<file path="src/rtl/adc_capture_packer.sv">
// Captures XADC samples filtered by channel mask and decimation, packing each
// stored sample into a low byte and a tagged high byte written to dpram port A.
module adc_capture_packer #(
    parameter int unsigned SAMPLE_W = 12,
    parameter int unsigned BYTE_W   = 8,
    parameter int unsigned ADDR     = 10,
    parameter int unsigned NCH      = 4,
    parameter int unsigned CH_BASE  = 3
) (
    input  logic              clk,
    input  logic              rst,
    input  logic              start,
    input  logic              abort,
    input  logic [ADDR-1:0]   n_samples,
    input  logic [NCH-1:0]    ch_mask,
    input  logic [7:0]        decim,
    input  logic              s_valid,
    input  logic [15:0]       s_data,
    input  logic [4:0]        s_chan,
    output logic              ram_we,
    output logic [ADDR-1:0]   ram_addr,
    output logic [BYTE_W-1:0] ram_din,
    output logic              busy,
    output logic              done,
    output logic              overflow,
    output logic [ADDR-1:0]   count
);

    localparam int unsigned TAG_W = 16 - SAMPLE_W;
    localparam logic [ADDR-1:0] MAX_N = ADDR'(1) << (ADDR - 1);

    typedef enum logic [2:0] {
        S_IDLE,
        S_ARMED,
        S_WR_LO,
        S_WR_HI,
        S_DONE
    } state_t;

    state_t              state, state_d;
    logic [ADDR-1:0]     n_q, n_d;
    logic [NCH-1:0]      mask_q, mask_d;
    logic [7:0]          decim_q, decim_d;
    logic [7:0]          dc, dc_d;
    logic [SAMPLE_W-1:0] smp_q, smp_d;
    logic [TAG_W-1:0]    tag_q, tag_d;
    logic                ram_we_d, busy_d, done_d, overflow_d;
    logic [ADDR-1:0]     ram_addr_d, count_d;
    logic [BYTE_W-1:0]   ram_din_d;

    logic [4:0]          idx_c;
    logic                match_c;
    logic [ADDR-1:0]     eff_n_c, addr_inc_c, count_inc_c;
    logic [SAMPLE_W-1:0] smp_c;

    // Sample justification discards the XADC LSBs.
    logic unused_lsbs;
    assign unused_lsbs = ^s_data[15-SAMPLE_W:0];

    // Channel filter, length clamp and saturating address increment.
    always_comb begin
        idx_c   = s_chan - 5'(CH_BASE);
        match_c = 1'b0;
        for (int unsigned i = 0; i < NCH; i++) begin
            if (s_valid && (idx_c == 5'(i)) && mask_q[i]) begin
                match_c = 1'b1;
            end
        end
        eff_n_c     = (n_samples > MAX_N) ? MAX_N : n_samples;
        addr_inc_c  = (ram_addr == '1) ? ram_addr : ram_addr + ADDR'(1);
        count_inc_c = count + ADDR'(1);
        smp_c       = s_data[15 -: SAMPLE_W];
    end

    always_ff @(posedge clk) begin
        if (rst) begin
            state    <= S_IDLE;
            n_q      <= '0;
            mask_q   <= '0;
            decim_q  <= '0;
            dc       <= '0;
            smp_q    <= '0;
            tag_q    <= '0;
            ram_we   <= 1'b0;
            ram_addr <= '0;
            ram_din  <= '0;
            busy     <= 1'b0;
            done     <= 1'b0;
            overflow <= 1'b0;
            count    <= '0;
        end else begin
            state    <= state_d;
            n_q      <= n_d;
            mask_q   <= mask_d;
            decim_q  <= decim_d;
            dc       <= dc_d;
            smp_q    <= smp_d;
            tag_q    <= tag_d;
            ram_we   <= ram_we_d;
            ram_addr <= ram_addr_d;
            ram_din  <= ram_din_d;
            busy     <= busy_d;
            done     <= done_d;
            overflow <= overflow_d;
            count    <= count_d;
        end
    end

    // Next state and next register values; outputs follow the state being entered.
    always_comb begin
        state_d    = state;
        n_d        = n_q;
        mask_d     = mask_q;
        decim_d    = decim_q;
        dc_d       = dc;
        smp_d      = smp_q;
        tag_d      = tag_q;
        ram_we_d   = 1'b0;
        ram_addr_d = ram_addr;
        ram_din_d  = ram_din;
        overflow_d = overflow;
        count_d    = count;

        if (abort) begin
            state_d = S_IDLE;
        end else begin
            case (state)
                S_IDLE, S_DONE: begin
                    if (start) begin
                        n_d        = eff_n_c;
                        mask_d     = ch_mask;
                        decim_d    = decim;
                        dc_d       = '0;
                        ram_addr_d = '0;
                        count_d    = '0;
                        overflow_d = 1'b0;
                        state_d    = (eff_n_c == '0) ? S_DONE : S_ARMED;
                    end
                end
                S_ARMED: begin
                    if (match_c) begin
                        dc_d = (dc == decim_q) ? 8'd0 : dc + 8'd1;
                        // The first match after arming is stored, then every decim+1-th.
                        if (dc == 8'd0) begin
                            smp_d     = smp_c;
                            tag_d     = TAG_W'(idx_c);
                            ram_we_d  = 1'b1;
                            ram_din_d = BYTE_W'(smp_c[7:0]);
                            state_d   = S_WR_LO;
                        end
                    end
                end
                S_WR_LO: begin
                    if (match_c) overflow_d = 1'b1;
                    ram_we_d   = 1'b1;
                    ram_din_d  = BYTE_W'({tag_q, smp_q[SAMPLE_W-1:8]});
                    ram_addr_d = addr_inc_c;
                    state_d    = S_WR_HI;
                end
                S_WR_HI: begin
                    if (match_c) overflow_d = 1'b1;
                    ram_addr_d = addr_inc_c;
                    count_d    = count_inc_c;
                    state_d    = (count_inc_c == n_q) ? S_DONE : S_ARMED;
                end
                default: state_d = S_IDLE;
            endcase
        end

        busy_d = (state_d == S_ARMED) || (state_d == S_WR_LO) || (state_d == S_WR_HI);
        done_d = (state_d == S_DONE);
    end

endmodule

</file>
<file path="config.mk">
export PLATFORM = sky130hd
export DESIGN_NAME = adc_capture_packer
export DESIGN_NICKNAME = d
export VERILOG_FILES = /design/src/rtl/adc_capture_packer.sv
export SDC_FILE = /design/constraint.sdc
export NUM_CORES = 1
export LEC_CHECK = 0
export ABC_AREA = 1
export BUFFER_PORTS_ARGS = -buffer_cell sky130_fd_sc_hd__buf_2
export CORE_ASPECT_RATIO = 0.8
export CORE_MARGIN = 2
export CORE_UTILIZATION = 30
export CTS_CLUSTER_DIAMETER = 80
export DETAILED_ROUTE_END_ITERATION = 6
export GPL_ROUTABILITY_DRIVEN = 0
export MAX_ROUTING_LAYER = met4
export SLEW_MARGIN = 5
export SYNTH_ARGS = -nofsm -noshare
export SYNTH_HDL_FRONTEND = slang
export SYNTH_SLANG_ARGS = --single-unit
export TNS_END_PERCENT = 20
</file>
<file path="constraint.sdc">
create_clock -name clk -period 2.29 [get_ports clk]
set_clock_uncertainty 0.1 [all_clocks]
set_input_delay 0.458 -clock clk [delete_from_list [all_inputs] [get_ports clk]]
set_output_delay 0.458 -clock clk [all_outputs]
set_load 0.1 [all_outputs]
</file>
Word-level counts from Yosys, hierarchy flattened
Index checks and enable logic that the tools add are counted.

word-level totals
  bits in latches = 0
  logic and storage cells = 96
  bits in read-only memories = 0
  register bits = 81
  memories = 0
  input bits = 48
  memory bits (writable) = 0

operators by class
  reductions and logical operators = 28
  order comparisons = 1
  add/sub/neg operators = 4
  shift-type cells = 0
  multipliers = 0
  muxes and demuxes = 29
  equal/unequal tests = 19
  div/mod/pow operators = 0
  bitwise logic cells = 1

operators by type and width
  cell                                                              number
  8-bit 2-to-1 mux                                                  5
  10-bit case mux with 2 select lines                               2
  8-bit case mux with 2 select lines                                2
  10-bit 2-to-1 mux                                                 3
  10-bit by 1-bit adder with 10-bit output (second input constant)  2
  4-bit AND reduction                                               5
  3-bit 2-to-1 mux                                                  6
  3-bit by 2-bit == test with 1-bit output (second input constant)  4
  3-bit case mux with 4 select lines                                1
  10-bit == test                                                    1
  10-bit == test (second input constant)                            1
  5-bit by 2-bit == test with 1-bit output (second input constant)  2
  10-bit greater-than comparator (second input constant)            1
  10-bit zero test                                                  1
  8-bit by 1-bit adder with 8-bit output (second input constant)    1
  8-bit == test                                                     1
  1-bit logical AND                                                 8
  8-bit zero test                                                   1
  1-bit 2-to-1 mux                                                  8
  2-bit inequality test (second input constant)                     4
  2-bit nonzero test                                                4
  3-bit by 1-bit == test with 1-bit output (second input constant)  2
  3-bit == test (second input constant)                             2
  3-bit AND reduction                                               2
  other kinds (9)                                                   13

Longest topological paths before layout
  depth after elaboration = 14
  gate-level depth with buffers = 14
  depth with buffers taken out = 14

Worst setup path after synthesis
Ideal clock, no wire load.

  path type = reg-to-reg
  start point = reg count[0]
  end point = reg busy
  setup slack = -0.390 ns
  arrival time = 2.450 ns
  period minus slack after synthesis = 2.680 ns
  cell stages (with the launch flop) = 12
  buffers on the path = 0
  cells stage by stage = dfxtp_1 ha_1 nand2_1 nor2_1 nand3_1 nand3_1 nand2_1 nand3b_1 o21bai_1 nand2_1 nand2_1 a21oi_2

between the ends
  word-level cells in the longest chain between the ends = 8
  elaborated cells on any way between the ends = 10
  those cells by class = add/sub (1); eq/ne (4); mux (3); reduce/logical (2)

ends and longest elaborated chain
  element                                                                                               line  RTL
  start, declared                                                                                       26    output logic [ADDR-1:0] count
  start signal, assigned                                                                                105   count <= count_d;
  10-bit by 1-bit adder with 10-bit output (*)                                                          71    count_inc_c = count + ADDR'(1);
  10-bit == test (*)                                                                                    164   state_d = (count_inc_c == n_q) ? S_DONE : S_ARMED;
  3-bit 2-to-1 mux (*)                                                                                  164
  3-bit case mux with 4 select lines (*)                                                                127   case (state)
  3-bit 2-to-1 mux (*)                                                                                  124   if (abort) begin
  3-bit by 1-bit == test with 1-bit output or 3-bit by 2-bit == test with 1-bit output (tied branches)  170   busy_d = (state_d == S_ARMED) || (state_d == S_WR_LO) || (state_d == S_WR_HI);
  1-bit logical OR                                                                                      170
  1-bit logical OR (*)                                                                                  170
  end signal, assigned                                                                                  102   busy <= busy_d;
  end, declared                                                                                         23    output logic busy,

Every way passes the cells marked *; elsewhere a longest branch is shown, timed or not.
A chain may end at the register's enable or synchronous reset.

Worst setup path in the final report
Ends and elaborated chain as after synthesis.

==> summary.md <==
| Metric | Value |
|---|---|
| Crit end category | `register` |
| Non-Filler Instances | `752` |
| DIE WIDTH | `128 um` |
| Synthesized Nets | `564` |
| Synth Flop Type | `dfxtp_1` |
| Min cycle time layout | `2090 ps` |
| Area of the core | `12100 um2` |
| Cell breakdown of the critical path | `ha_1 > nand2_1 > o21bai_1 > nand2_1 > nand2_1 > nand2_1 > nor2_1 > nand3_1 > o21bai_1 > nand2_1 > nand2_1 > a21oi_2` |
| Tot Pwr | `2850 uW` |
| Avg Inst Size Synth | `7.25 um2` |
| CP Class | `register to register` |
| Num Clock Sinks | `73` |
| Mapped Cells | `507` |
| Simple-gate share of the synthesized area | `0.302` |
| H-tree levels | `3` |
| Hold-fix buffers, CTS | `0` |
| Final Core Density | `0.380` |
| Post-synth cell types | `42` |
| Pin count of the biggest net entering global routing | `25` |
| Nets | `654` |
| Die footprint | `13200 um2` |
| Compound-gate portion of the synthesized area | `0.159` |
| Post-DRT Antenna Nets | `0` |
| Cell taking the most area after synthesis | `dfxtp_1` |
| Inst Count DP | `738` |
| Yosys warns | `0` |
| Max Slew Vio Count | `0` |
| Die H | `103 um` |
| Largest cells by area after synthesis | `dfxtp_1 (40%), nand2_1 (12%), nand3_1 (6.4%)` |
| Initial antenna violation count | `0` |
| Leak | `0.00199 uW` |
| Mux cell area share after synthesis | `0` |
| Post-cts resize count | `0` |
| Max cap viols | `0` |
| Multi-input gate area | `1930 um2` |
| CP max stage delay | `390 ps` |
| Adder-cell share of the synthesized area | `0.0306` |
| Layout cell share with drive strength beyond 1 | `0.240` |
| Yosys reg bits | `73` |
| Vias | `3646` |
| Sequential cell area | `1480 um2` |
| Drt via density | `4.85` |
| PD cells | `621 nW/um2` |
| Critical Path Start Type | `register` |
| Fmax | `0.478 GHz` |
| Slew margin rel. | `0.555` |
| Most frequent CP cell | `nand2_1` |
| Detailed Route WL | `9770 um` |
| IO Count | `80` |
| DRC violations left | `0` |
| Layout area overhead | `24.7%` |
| Register area share after synthesis | `0.397` |
| Clk buf depth | `2` |
| Xor and xnor area share after synthesis | `0.0333` |
| CP required | `2400 ps` |
| Post-Syn Area | `3680 um2` |
| Fin crit share | `0.913` |
| First DRT Iteration DRCs | `203` |
| HPWL Detailed | `7340 um` |
| Filler cells | `1247` |
| Vias in the first global route | `3462` |
| Total track usage | `0.161` |
| Post-synth EDFFs | `0` |
| Final hold vios | `0` |
| CP max FO | `7` |
| Peak VDD IR | `0.000457 V` |
| Setup-failing EPs final | `0` |
| Status | `completed` |
| Port buffer count | `75` |
| Root buffer cell | `clkbuf_16` |
| Setup Buffers After CTS | `0` |
| CTS clk-pin slew, worst paths | `50 ps` |
| Slew @ Worst Pin | `658 ps` |
| Placed inst area | `4310 um2` |
| Critical path arrival | `2200 ps` |
| Rows | `36` |
| Remaining Overflow, GRT | `0` |
| CTS tree | `built` |
| First-pass GRT wire length | `16200 um` |
| Clock latency on the worst-skew pair | `330 ps` |
| Initial Util | `0.305` |
| Setup TNS | `0 ps` |
| Crit-path slowest cell | `dfxtp_2` |
| Antenna diodes | `0` |
| Largest family of logic cells by synthesized area | `simple AND/OR/NAND/NOR gates` |
| Total CTS buffers | `9` |
| Area share of the leading cell type in the synthesized netlist | `0.397` |
| Async S/R FF share, synth | `0` |
| Design Area, Final | `4580 um2` |
| Drt first pass iters | `5` |
| WL per Instance | `13.0 um` |
| Hold WC Path Type | `input pin to register` |
==> metrics by stage <==
stage          setup WS (ps)  hold WS [ps]
2_1_floorplan           19.0           325
3_3_place_gp             133           334
3_5_place_dp            71.2           338
4_1_cts                  185           216
5_1_grt                -14.3           221
6_report                 199           223
==> where the power goes <==
part	switching, uW	internal [uW]
sequential	17.7	1290
combinational	156	98.3
clock	508	775
total	681	2170
==> metal layers <==
layer	routed length, um	track usage	part of all wire	vias up
li1	-	-	-	1854
met1	4600	0.203	0.47	1644
met2	4320	0.254	0.44	136
met3	724	0.0477	0.074	12
met4	124	0.0406	0.013	0
met5	0	-	0	-
==> worst max-delay path, delay by kind of cell, from the launching register on <==
kind	cells	cell delay (ps)
DFF	1	390
and+or+nand+nor	8	800
adders and majority gates	1	180
AOI/OAI and AO/OA	3	500
==> synth_stat cells (2+ instances only) <==
cell type / number
a211oi_1: 2
a21oi_1: 26
a21oi_2: 2
a21oi_4: 2
a22o_1: 7
a31oi_1: 8
a32o_1: 2
and3_1: 2
buf_2: 4
clkbuf_1: 5
dfxtp_1: 73
ha_1: 9
inv_1: 53
inv_2: 4
inv_4: 2
nand2_1: 121
nand3_1: 47
nand3_2: 2
nand4_1: 8
nor2_1: 47
nor2_2: 4
nor2_4: 4
nor3_1: 6
o21ai_0: 34
o21ai_1: 2
o21ai_2: 2
o21bai_1: 2
xnor2_1: 12
xor2_1: 2
==> logic make-up (layout without fill, tap and decap cells) <==
logic type / after synthesis / in the layout
buffers and inverters: 70 / 163
AO/OA/AOI/OAI: 93 / 93
AND/OR/NAND/NOR: 248 / 248
flip-flops: 73 / 73
adder cells (fa/ha/maj): 9 / 9
XOR/XNOR: 14 / 14
==> registers in the layout, indices dropped and copies added (netlist names) <==
register,cells
state,3
dc,8
busy,1
ram_din,8
tag_q,4
smp_q,4
ram_addr,10
count,10
n_q,10
decim_q,8
overflow,1
done,1
ram_we,1
mask_q,4
==> area by class of cell <==
class | count | share of cell area
clock buffer | 11 | 0.0551
clock inverter | 3 | 0.00382
inverter | 59 | 0.0494
multi-input combinational | 364 | 0.422
sequential | 73 | 0.322
tap | 152 | 0.0415
timing repair buffer | 90 | 0.106
==> layout by cell type, fill, tap and decap left out, types with 7 or more instances in the layout <==
cell type,Yosys,layout
nand3_1,47,47
buf_4,1,15
ha_1,9,9
inv_1,53,53
nand2_1,121,121
xnor2_1,12,12
dfxtp_1,73,62
a31oi_1,8,8
a22o_1,7,7
nand4_1,8,8
nor2_1,47,46
a21oi_1,26,26
dfxtp_2,0,11
clkbuf_16,0,9
o21ai_0,34,33
buf_2,4,75
==> final timing paths <==
check / depth (start not counted) / start / slack [ps] / to
max: 12 / count[0] / 200 / busy
min: 3 / decim[3] / 220 / decim_q[3]
max reg2reg: 12 / count[0] / 200 / busy
min reg2reg: 2 / tag_q[3] / 350 / tag_q[3]
Note: power is estimated with default switching activity, not from simulation.
